[src/rtl/uart_tx_arbiter_if.sv]
// ---------------------------------------------------------------------------
// uart_tx_arbiter_if
// Purpose: bundles the requester handshake and the uart_tx handshake that
//          connect the byte producers, the arbiter and the shared transmitter.
// Signals:
//   req_valid  NUM_REQ            per-requester byte available
//   req_data   NUM_REQ*DATA_BITS  requester i byte at [i*DATA_BITS +: DATA_BITS]
//   req_ready  NUM_REQ            one-hot pulse, byte of requester i captured
//   tx_valid   1                  valid towards uart_tx
//   tx_data    DATA_BITS          byte towards uart_tx, stable while tx_valid
//   tx_ready   1                  ready from uart_tx
//   grant_id   ID_W               current/last granted requester
//   busy       1                  arbiter not idle
// Modports:
//   slave  - the arbiter itself
//   master - the surroundings (producers + uart_tx)
// ---------------------------------------------------------------------------
interface uart_tx_arbiter_if #(
  parameter int NUM_REQ   = 4,
  parameter int DATA_BITS = 8
);

  localparam int ID_W = (NUM_REQ > 1) ? $clog2(NUM_REQ) : 1;

  logic [NUM_REQ-1:0]           req_valid;
  logic [NUM_REQ*DATA_BITS-1:0] req_data;
  logic [NUM_REQ-1:0]           req_ready;
  logic                         tx_valid;
  logic [DATA_BITS-1:0]         tx_data;
  logic                         tx_ready;
  logic [ID_W-1:0]              grant_id;
  logic                         busy;

  modport slave (
    input  req_valid, req_data, tx_ready,
    output req_ready, tx_valid, tx_data, grant_id, busy
  );

  modport master (
    output req_valid, req_data, tx_ready,
    input  req_ready, tx_valid, tx_data, grant_id, busy
  );

endinterface

[src/rtl/uart_tx_arbiter.sv]
// ---------------------------------------------------------------------------
// uart_tx_arbiter
// Purpose: shares one uart_tx transmitter between NUM_REQ byte producers.
//          Round-robin grant with bounded bursts (MAX_BURST bytes per grant),
//          one byte captured per grant into a holding register, and the next
//          byte released only after uart_tx reports the frame finished.
// Ports:
//   clk    in  system clock
//   rst_n  in  asynchronous active-low reset
//   bus    uart_tx_arbiter_if.slave (requester and uart_tx handshakes,
//          grant_id, busy)
// Optional feature:
//   UART_ARB_ID_PREFIX_EN - when defined, every new grant out of IDLE first
//   sends a header byte {1'b1, zero-pad, grant_id}; burst continuations send
//   no header and the header does not count against MAX_BURST.
// ---------------------------------------------------------------------------
module uart_tx_arbiter #(
  parameter int NUM_REQ   = 4,
  parameter int DATA_BITS = 8,
  parameter int MAX_BURST = 4
) (
  input  logic                clk,
  input  logic                rst_n,
  uart_tx_arbiter_if.slave    bus
);

  localparam int ID_W  = (NUM_REQ > 1) ? $clog2(NUM_REQ) : 1;
  localparam int CNT_W = $clog2(MAX_BURST + 1);
  localparam int SUM_W = ID_W + 1;

  typedef enum logic [1:0] {
    IDLE   = 2'd0,
    LAUNCH = 2'd1,
    DRAIN  = 2'd2
  } state_e;

  state_e               state_q, state_d;
  logic [ID_W-1:0]      ptr_q, ptr_d;
  logic [ID_W-1:0]      grant_q, grant_d;
  logic [CNT_W-1:0]     cnt_q, cnt_d;
  logic [DATA_BITS-1:0] hold_q, hold_d;
  logic [NUM_REQ-1:0]   ready_q, ready_d;

  logic                 pickFound;
  logic [ID_W-1:0]      pickIdx;
  logic [DATA_BITS-1:0] pickData;
  logic [DATA_BITS-1:0] grantData;
  logic [SUM_W-1:0]     sum;

`ifdef UART_ARB_ID_PREFIX_EN
  logic                 hdr_q, hdr_d;
  logic [DATA_BITS-1:0] hdrByte;
`endif

  // Round-robin search: first valid requester at or after the pointer,
  // wrapping from NUM_REQ-1 back to 0. The extra sum bit keeps ptr+k from
  // overflowing before the wrap subtraction.
  always_comb begin
    pickFound = 1'b0;
    pickIdx   = '0;
    pickData  = '0;
    sum       = '0;
    for (int k = 0; k < NUM_REQ; k++) begin
      sum = {1'b0, ptr_q} + SUM_W'(k);
      if (sum >= SUM_W'(NUM_REQ)) begin
        sum = sum - SUM_W'(NUM_REQ);
      end
      if (!pickFound && bus.req_valid[sum[ID_W-1:0]]) begin
        pickFound = 1'b1;
        pickIdx   = sum[ID_W-1:0];
        pickData  = bus.req_data[int'(sum[ID_W-1:0])*DATA_BITS +: DATA_BITS];
      end
    end
  end

  // Byte offered by the requester currently holding the grant, used when a
  // burst continues straight out of DRAIN.
  always_comb begin
    grantData = bus.req_data[int'(grant_q)*DATA_BITS +: DATA_BITS];
  end

  // Next-state logic. IDLE grants only when uart_tx is ready; LAUNCH holds
  // tx_valid until uart_tx drops ready (frame started); DRAIN waits for the
  // frame to end, then either continues the burst or rotates the pointer.
  always_comb begin
    state_d = state_q;
    ptr_d   = ptr_q;
    grant_d = grant_q;
    cnt_d   = cnt_q;
    hold_d  = hold_q;
    ready_d = '0;
`ifdef UART_ARB_ID_PREFIX_EN
    hdr_d   = hdr_q;
`endif
    case (state_q)
      IDLE: begin
        if (pickFound && bus.tx_ready) begin
          ready_d[pickIdx] = 1'b1;
          hold_d           = pickData;
          grant_d          = pickIdx;
          cnt_d            = CNT_W'(1);
          state_d          = LAUNCH;
`ifdef UART_ARB_ID_PREFIX_EN
          hdr_d            = 1'b1;
`endif
        end
      end
      LAUNCH: begin
        if (!bus.tx_ready) begin
          state_d = DRAIN;
        end
      end
      DRAIN: begin
        if (bus.tx_ready) begin
`ifdef UART_ARB_ID_PREFIX_EN
          // Header just went out: send the byte already held, no new capture.
          if (hdr_q) begin
            hdr_d   = 1'b0;
            state_d = LAUNCH;
          end else
`endif
          if (bus.req_valid[grant_q] && (cnt_q < CNT_W'(MAX_BURST))) begin
            ready_d[grant_q] = 1'b1;
            hold_d           = grantData;
            cnt_d            = cnt_q + CNT_W'(1);
            state_d          = LAUNCH;
          end else begin
            ptr_d   = (grant_q == ID_W'(NUM_REQ - 1)) ? '0 : grant_q + ID_W'(1);
            cnt_d   = '0;
            state_d = IDLE;
          end
        end
      end
      default: begin
        state_d = IDLE;
      end
    endcase
  end

  // State register. Reset drops any byte in flight; nothing is retried.
  always_ff @(posedge clk or negedge rst_n) begin
    if (!rst_n) begin
      state_q <= IDLE;
      ptr_q   <= '0;
      grant_q <= '0;
      cnt_q   <= '0;
      hold_q  <= '0;
      ready_q <= '0;
`ifdef UART_ARB_ID_PREFIX_EN
      hdr_q   <= 1'b0;
`endif
    end else begin
      state_q <= state_d;
      ptr_q   <= ptr_d;
      grant_q <= grant_d;
      cnt_q   <= cnt_d;
      hold_q  <= hold_d;
      ready_q <= ready_d;
`ifdef UART_ARB_ID_PREFIX_EN
      hdr_q   <= hdr_d;
`endif
    end
  end

`ifdef UART_ARB_ID_PREFIX_EN
  // Header byte: MSB set, requester id in the low bits, zeros between.
  always_comb begin
    hdrByte                = '0;
    hdrByte[DATA_BITS-1]   = 1'b1;
    hdrByte[ID_W-1:0]      = grant_q;
  end
  assign bus.tx_data = hdr_q ? hdrByte : hold_q;
`else
  assign bus.tx_data = hold_q;
`endif

  assign bus.tx_valid  = (state_q == LAUNCH);
  assign bus.req_ready = ready_q;
  assign bus.grant_id  = grant_q;
  assign bus.busy      = (state_q != IDLE);

endmodule
[src/flat_wrapper.sv]
// flat-port wrapper written by rule: the top's interface ports become plain ports
module uart_tx_arbiter_flat 
#(
  parameter int NUM_REQ   = 4,
  parameter int DATA_BITS = 8,
  parameter int MAX_BURST = 4
)
  (clk, rst_n, bus_req_valid, bus_req_data, bus_tx_ready, bus_req_ready, bus_tx_valid, bus_tx_data, bus_grant_id, bus_busy);
  uart_tx_arbiter_if #(.NUM_REQ(NUM_REQ), .DATA_BITS(DATA_BITS)) bus_i ();
  input  logic clk;
  input  logic rst_n;
  input wire logic [$bits(bus_i.req_valid)-1:0] bus_req_valid;
  input wire logic [$bits(bus_i.req_data)-1:0] bus_req_data;
  input wire logic [$bits(bus_i.tx_ready)-1:0] bus_tx_ready;
  output wire logic [$bits(bus_i.req_ready)-1:0] bus_req_ready;
  output wire logic [$bits(bus_i.tx_valid)-1:0] bus_tx_valid;
  output wire logic [$bits(bus_i.tx_data)-1:0] bus_tx_data;
  output wire logic [$bits(bus_i.grant_id)-1:0] bus_grant_id;
  output wire logic [$bits(bus_i.busy)-1:0] bus_busy;
  assign bus_i.req_valid = bus_req_valid;
  assign bus_i.req_data = bus_req_data;
  assign bus_i.tx_ready = bus_tx_ready;
  assign bus_req_ready = bus_i.req_ready;
  assign bus_tx_valid = bus_i.tx_valid;
  assign bus_tx_data = bus_i.tx_data;
  assign bus_grant_id = bus_i.grant_id;
  assign bus_busy = bus_i.busy;
  uart_tx_arbiter #(.NUM_REQ(NUM_REQ), .DATA_BITS(DATA_BITS), .MAX_BURST(MAX_BURST)) u_core (.clk(clk), .rst_n(rst_n), .bus(bus_i));
endmodule
[config.mk]
export PLATFORM = sky130hd
export DESIGN_NAME = uart_tx_arbiter_flat
export DESIGN_NICKNAME = d
export VERILOG_FILES = /design/src/rtl/uart_tx_arbiter_if.sv /design/src/rtl/uart_tx_arbiter.sv /design/src/flat_wrapper.sv
export SDC_FILE = /design/constraint.sdc
export NUM_CORES = 1
export LEC_CHECK = 0
export BUFFER_PORTS_ARGS = -buffer_cell sky130_fd_sc_hd__buf_2
export CAP_MARGIN = 30
export CORE_ASPECT_RATIO = 1.75
export CORE_MARGIN = 3
export CORE_UTILIZATION = 30
export DETAILED_ROUTE_END_ITERATION = 6
export PLACE_DENSITY = 0.58
export SETUP_SLACK_MARGIN = 0.1
export SYNTH_ARGS = -nofsm -noshare
export SYNTH_HDL_FRONTEND = slang
export SYNTH_SLANG_ARGS = --single-unit
[constraint.sdc]
create_clock -name clk -period 2.7 [get_ports clk]
set_input_delay 0.405 -clock clk [delete_from_list [all_inputs] [get_ports clk]]
set_output_delay 0.405 -clock clk [all_outputs]
set_load 0.05 [all_outputs]
== Word level (Yosys, flattened, before mapping) ==
Index checks and enable logic that the tools add are counted.

* Output and inout port bits: 16
* Register bits: 21
* Input bits: 39

* Bitwise gates (word level): 1
* Multiplexer cells: 48
* $add $sub $neg: 9
* Shift-type cells: 5
* Reductions and logical operators: 18
* Magnitude comparators: 13
* Equality and inequality tests: 7

{| class="wikitable"
|+ Operator list
! kind !! number
|-
| indexed part select 32 x 6 -> 8 bit || 5
|-
| 2-to-1 mux 8 bit || 7
|-
| 2-to-1 mux 2 bit || 12
|-
| < comparator 2 x 3 -> 1 bit, second input constant || 6
|-
| one-hot mux 8 bit (2 select lines) || 1
|-
| 2-to-1 mux 1 bit || 12
|-
| 2-to-1 mux 4 bit || 3
|-
| binary-select mux 1 bit (select 2 bit) || 5
|-
| >= comparator 3 bit, second input constant || 3
|-
| 2-to-1 mux 3 bit || 3
|-
| AND reduction 3 bit || 3
|-
| one-hot mux 4 bit (2 select lines) || 1
|-
| subtractor 2 x 1 -> 2 bit, second input constant || 4
|-
| logical AND 1 bit || 7
|-
| adder 2 x 2 -> 3 bit, second input constant || 2
|-
| one-hot mux 2 bit (3 select lines) || 1
|-
| one-hot mux 3 bit (2 select lines) || 1
|-
| demux 1 bit (select 2 bit) || 2
|-
| equality test 2 bit, second input constant || 2
|-
| >= comparator 2 x 1 -> 1 bit, second input constant || 2
|-
| inequality test 2 x 1 -> 1 bit, second input constant || 2
|-
| inequality test 2 bit, second input constant || 2
|-
| AND reduction 4 bit || 1
|-
| nonzero test 2 bit || 2
|-
| 10 further kinds || 12
|}

== Depth between registers and ports, before layout ==
* Word-level depth: 20
* Gate-level depth with buffers: 10
* Depth with buffers taken out: 6

== Least setup slack after synthesis ==
OpenSTA, ideal clock, no wires.

* Path kind: register to register
* Start point: reg u_core.grant_q[1], in the netlist u_core.bus.grant_id[1]
* End point: reg u_core.cnt_q[0]
* Arrival time: 2.342 ns
* Required time: 2.575 ns
* Stages on the path, launching flop included: 9
* Period minus slack after synthesis: 2.467 ns
* Setup time: 0.125 ns
* Buffers on the path: 3
* Path slack: 0.233 ns
* Cells stage by stage: dfrtp_1 > mux4_2 > nor2b_1 > nor2b_1 > buf_6 > or2_1 > buf_6 > buf_6 > mux2_2

* Longest elaborated chain between the ends: 6

{| class="wikitable"
|+ RTL lines
! what !! line !! text
|-
| start, declared || uart_tx_arbiter.sv:39 || <nowiki>logic [ID_W-1:0] grant_q, grant_d;</nowiki>
|-
| start signal, assigned || uart_tx_arbiter.sv:155 || <nowiki>grant_q <= grant_d;</nowiki>
|-
| binary-select mux 1 bit (select 2 bit) || uart_tx_arbiter.sv:122 || <nowiki>if (bus.req_valid[grant_q] && (cnt_q < CNT_W'(MAX_BURST))) begin</nowiki>
|-
| 2-to-1 mux 1 bit (not written as such) || uart_tx_arbiter.sv:122 ||
|-
| logical AND 1 bit || uart_tx_arbiter.sv:122 ||
|-
| 2-to-1 mux 3 bit || uart_tx_arbiter.sv:122 ||
|-
| 2-to-1 mux 3 bit || uart_tx_arbiter.sv:114 || <nowiki>if (bus.tx_ready) begin</nowiki>
|-
| one-hot mux 3 bit (2 select lines) || uart_tx_arbiter.sv:95 || <nowiki>case (state_q)</nowiki>
|-
| end signal, assigned || uart_tx_arbiter.sv:156 || <nowiki>cnt_q <= cnt_d;</nowiki>
|-
| end, declared || uart_tx_arbiter.sv:40 || <nowiki>logic [CNT_W-1:0] cnt_q, cnt_d;</nowiki>
|}

Every way passes these cells. The select of a mux whose other input is x is not followed.
A chain may end at the register's enable or synchronous reset.

== Worst setup path after layout ==
* Start point: reg u_core.ptr_q[0]
* End point: reg u_core.hold_q[7], in the netlist u_core.bus.tx_data[7]

* Longest elaborated chain between the ends: 17
* Elaborated cells on any way between the ends: 46

{| class="wikitable"
|+ RTL lines
! what !! line !! text
|-
| start, declared || uart_tx_arbiter.sv:38 || <nowiki>logic [ID_W-1:0] ptr_q, ptr_d;</nowiki>
|-
| start signal, assigned || uart_tx_arbiter.sv:154 || <nowiki>ptr_q <= ptr_d;</nowiki>
|-
| parallel branches: the longest is 17 deep, another holds adder 2 x 1 -> 3 bit || n/a ||
|-
| end signal, assigned || uart_tx_arbiter.sv:157 || <nowiki>hold_q <= hold_d;</nowiki>
|-
| end, declared || uart_tx_arbiter.sv:41 || <nowiki>logic [DATA_BITS-1:0] hold_q, hold_d;</nowiki>
|}

Parallel ways; which one is timed is not known. The select of a mux whose other input is x is not followed.

==> summary.txt <==
CTS
  – Clk slew on worst S/H paths: 60 ps
  – CTS buffer count: 3
  – CTS Hold Bufs: 0
  – Htree depth: 1
  – CTS sink cnt: 21
  – Clock Path Buffers: 2
  – Root buffer cell: clkbuf_16
  – Post-CTS resize count: 0
  – Postcts setup bufs: 0
  – CTS tree: yes
  – Worst skew pair latency: 250 ps

Cells and area
  – Most frequent cells in the layout: buf_2 (54), mux4_2 (42), nor2_1 (24)
  – Area of the multi-input gates: 0.00177 mm²
  – Nets: 307
  – Layout cells sized above 1: 0.454
  – # diodes: 0
  – Fin cells: 352
  – Register area: 528 µm²
  – Number of fill cells: 789
  – Area Overhead vs Synth: 15.5%
  – Most common cell after layout, fill and taps aside: buf_2

Worst setup path
  – Max Fanout on Critical Path: 16
  – Crit path capture type: register
  – Reg2Reg Setup Slack: 440 ps
  – Critical setup path kind: reg2reg
  – Crit path DAT: 2420 ps
  – CP Data Required Time: 2860 ps
  – Worst setup SP type: register

Worst hold path
  – Hold crit path type: in2async

Detailed routing
  – 1st-iter DRT viols: 98
  – Final WL: 6570 µm
  – Drt first pass iters: 4
  – Remaining DRCs: 0
  – Antenna Nets Post-Route: 0
  – Vias: 2106
  – Drt wl/cell: 18.7 µm
  – Via-to-Cell Ratio: 5.98

Synthesis
  – Synth Area in Compound Gates: 0.191
  – Post-synth top flop: dfrtp_1
  – Synth warn: 0
  – Async set or reset register ratio after synthesis: 1.00
  – Number of synthesized register bits: 21
  – Synthesized area: 0.00250 mm²
  – Net Count, Synth: 266
  – Post-synth EDFFs: 0
  – Post-synthesis mux area share: 0.387
  – Syn_area_per_cell: 11.3 µm²
  – Largest family of logic cells by synthesized area: multiplexers
  – Post-synthesis sequential area ratio: 0.210
  – Simple-Gate Fraction of Synth Area: 0.106
  – Distinct cells, synth: 38
  – Adder-Cell Fraction of Synth Area: 0.0250
  – Synth Instances: 222
  – Xor-xnor portion of the synthesized cell area: 0

Power
  – Pwr/cell area: 1150 mW/mm²
  – VDD IR-drop max: 443 µV
  – LEAKAGE: 0.00119 µW

Placed design
  – DP HPWL: 4900 µm
  – Port bufs: 54
  – RD Place Congestion: 0.800
  – Cells after DPL: 348

Timing
  – Final setup TNS: 0 ps
  – Fmax: 442 MHz
  – Relative slew slack: 0.556
  – Final Skew: 0.984 ps
  – Pins Over Slew Limit: 0
  – Final Hold Fails: 0
  – RSZ-0062 raised after global routing: no
  – Slew @ Worst Pin: 667 ps
  – Final Cycle Share: 0.837
  – Final min period: 2260 ps
  – # setup viols final: 0

Floorplan
  – Row cnt: 43
  – Die Span X: 75.0 µm
  – IO Pins: 55
  – Starting Density: 0.312
  – Die area: 0.00951 mm²
  – Chip Height: 127 µm
  – Core Region: 0.00802 mm²

Global routing
  – Total GRT Usage: 0.147
  – Vias in the first global route: 2151
  – M3 GR Usage: 0.0127
  – Grt total ovfl: 0
  – Pin count of the biggest net entering global routing: 34
  – Met1 Track Usage GR: 0.188
  – Grt met2 use: 0.247
  – Initial antenna violation count: 0
  – Global-route wire length before repair: 10900 µm
  – Grt peak-use layer: met2

Flow run
  – Reported max-cap violation count: 0

Run status
  – Status: finished, final reports clean
## cell usage after synthesis, types with 3 or more instances
| cell type | n | share of area |
|---|---|---|
| buf_2 | 9 | 0.018 |
| nor2_1 | 24 | 0.036 |
| a221o_1 | 8 | 0.032 |
| mux4_2 | 42 | 0.38 |
| nor2b_1 | 4 | 0.010 |
| dfrtp_1 | 21 | 0.21 |
| ha_1 | 5 | 0.025 |
| a22o_1 | 4 | 0.014 |
| a21oi_1 | 21 | 0.042 |
| inv_1 | 17 | 0.026 |
| o22ai_1 | 3 | 0.0075 |
| buf_6 | 5 | 0.023 |
| a221oi_2 | 8 | 0.048 |
| nand2b_1 | 3 | 0.0075 |
| nand2_1 | 10 | 0.015 |
| o21ai_0 | 4 | 0.0080 |
| clkbuf_1 | 6 | 0.0090 |
## logic make-up (layout without fill, tap and decap cells)
kind of cell	Yosys count	after routing
compound gates	58	58
simple gates	54	54
mux	44	44
buf+inv	40	80
flops	21	21
fa+ha+maj	5	5
## worst paths after layout
| kind | start | to | cells past startpoint |
|---|---|---|---|
| max | u_core.ptr_q[0] | u_core.bus.tx_data[7] | 6 |
| max in group asynchronous | rst_n | u_core.ptr_q[0] | 1 |
| min in group clk | bus_tx_ready | u_core.state_q[1] | 2 |
| max reg2reg | u_core.ptr_q[0] | u_core.bus.tx_data[7] | 6 |
| min reg2reg | u_core.cnt_q[1] | u_core.cnt_q[1] | 1 |
| min | rst_n | u_core.ptr_q[1] | 1 |
## power by group
part / switching [µW] / internal [µW] / total (µW)
clock network: 115 / 201 / 316
logic: 1350 / 1080 / 2430
registers: 135 / 449 / 584
total: 1600 / 1730 / 3330
## sequential cells by signal, indices dropped and copies added (netlist names)
register,count
u_core.bus.grant_id,2
u_core.bus.req_ready,4
u_core.bus.tx_data,8
u_core.cnt_q,3
u_core.ptr_q,2
u_core.state_q,2
## final cells by class
type,instances,share of cell area
Inverter,17,0.0221
Sequential cell,21,0.183
Timing Repair Buffer,59,0.115
Tap cell,90,0.0390
Clock buffer,4,0.0273
Multi-Input combinational cell,161,0.614
## worst max-delay path, stage by stage (launching register included)
cell and delay, ps:
dfrtp_2 510, inv_1 130, a2bb2oi_1 190, o31ai_4 560
a21oi_1 90, a221o_1 400, a221oi_2 280
## metal layers
metal,vias up,share of wire
met5,-,0
met2,68,0.54
met4,0,0.027
li1,961,-
met1,1064,0.39
met3,13,0.037
## through the flow
stage | hold slack (ps) | power [µW] | util | worst slack, ps | instance area [µm²]
after floorplan | 109 | 2550 | - | 233 | 2500
after global placement | 396 | 3010 | 0.351 | 394 | 2810
after detailed placement | 404 | 3040 | 0.351 | 340 | 2810
after CTS | 133 | 3370 | 0.360 | 440 | 2890
after global routing | 155 | 3580 | 0.360 | 264 | 2890
final | 113 | 3330 | 0.360 | 440 | 2890
(Power assumes the default switching activity.)
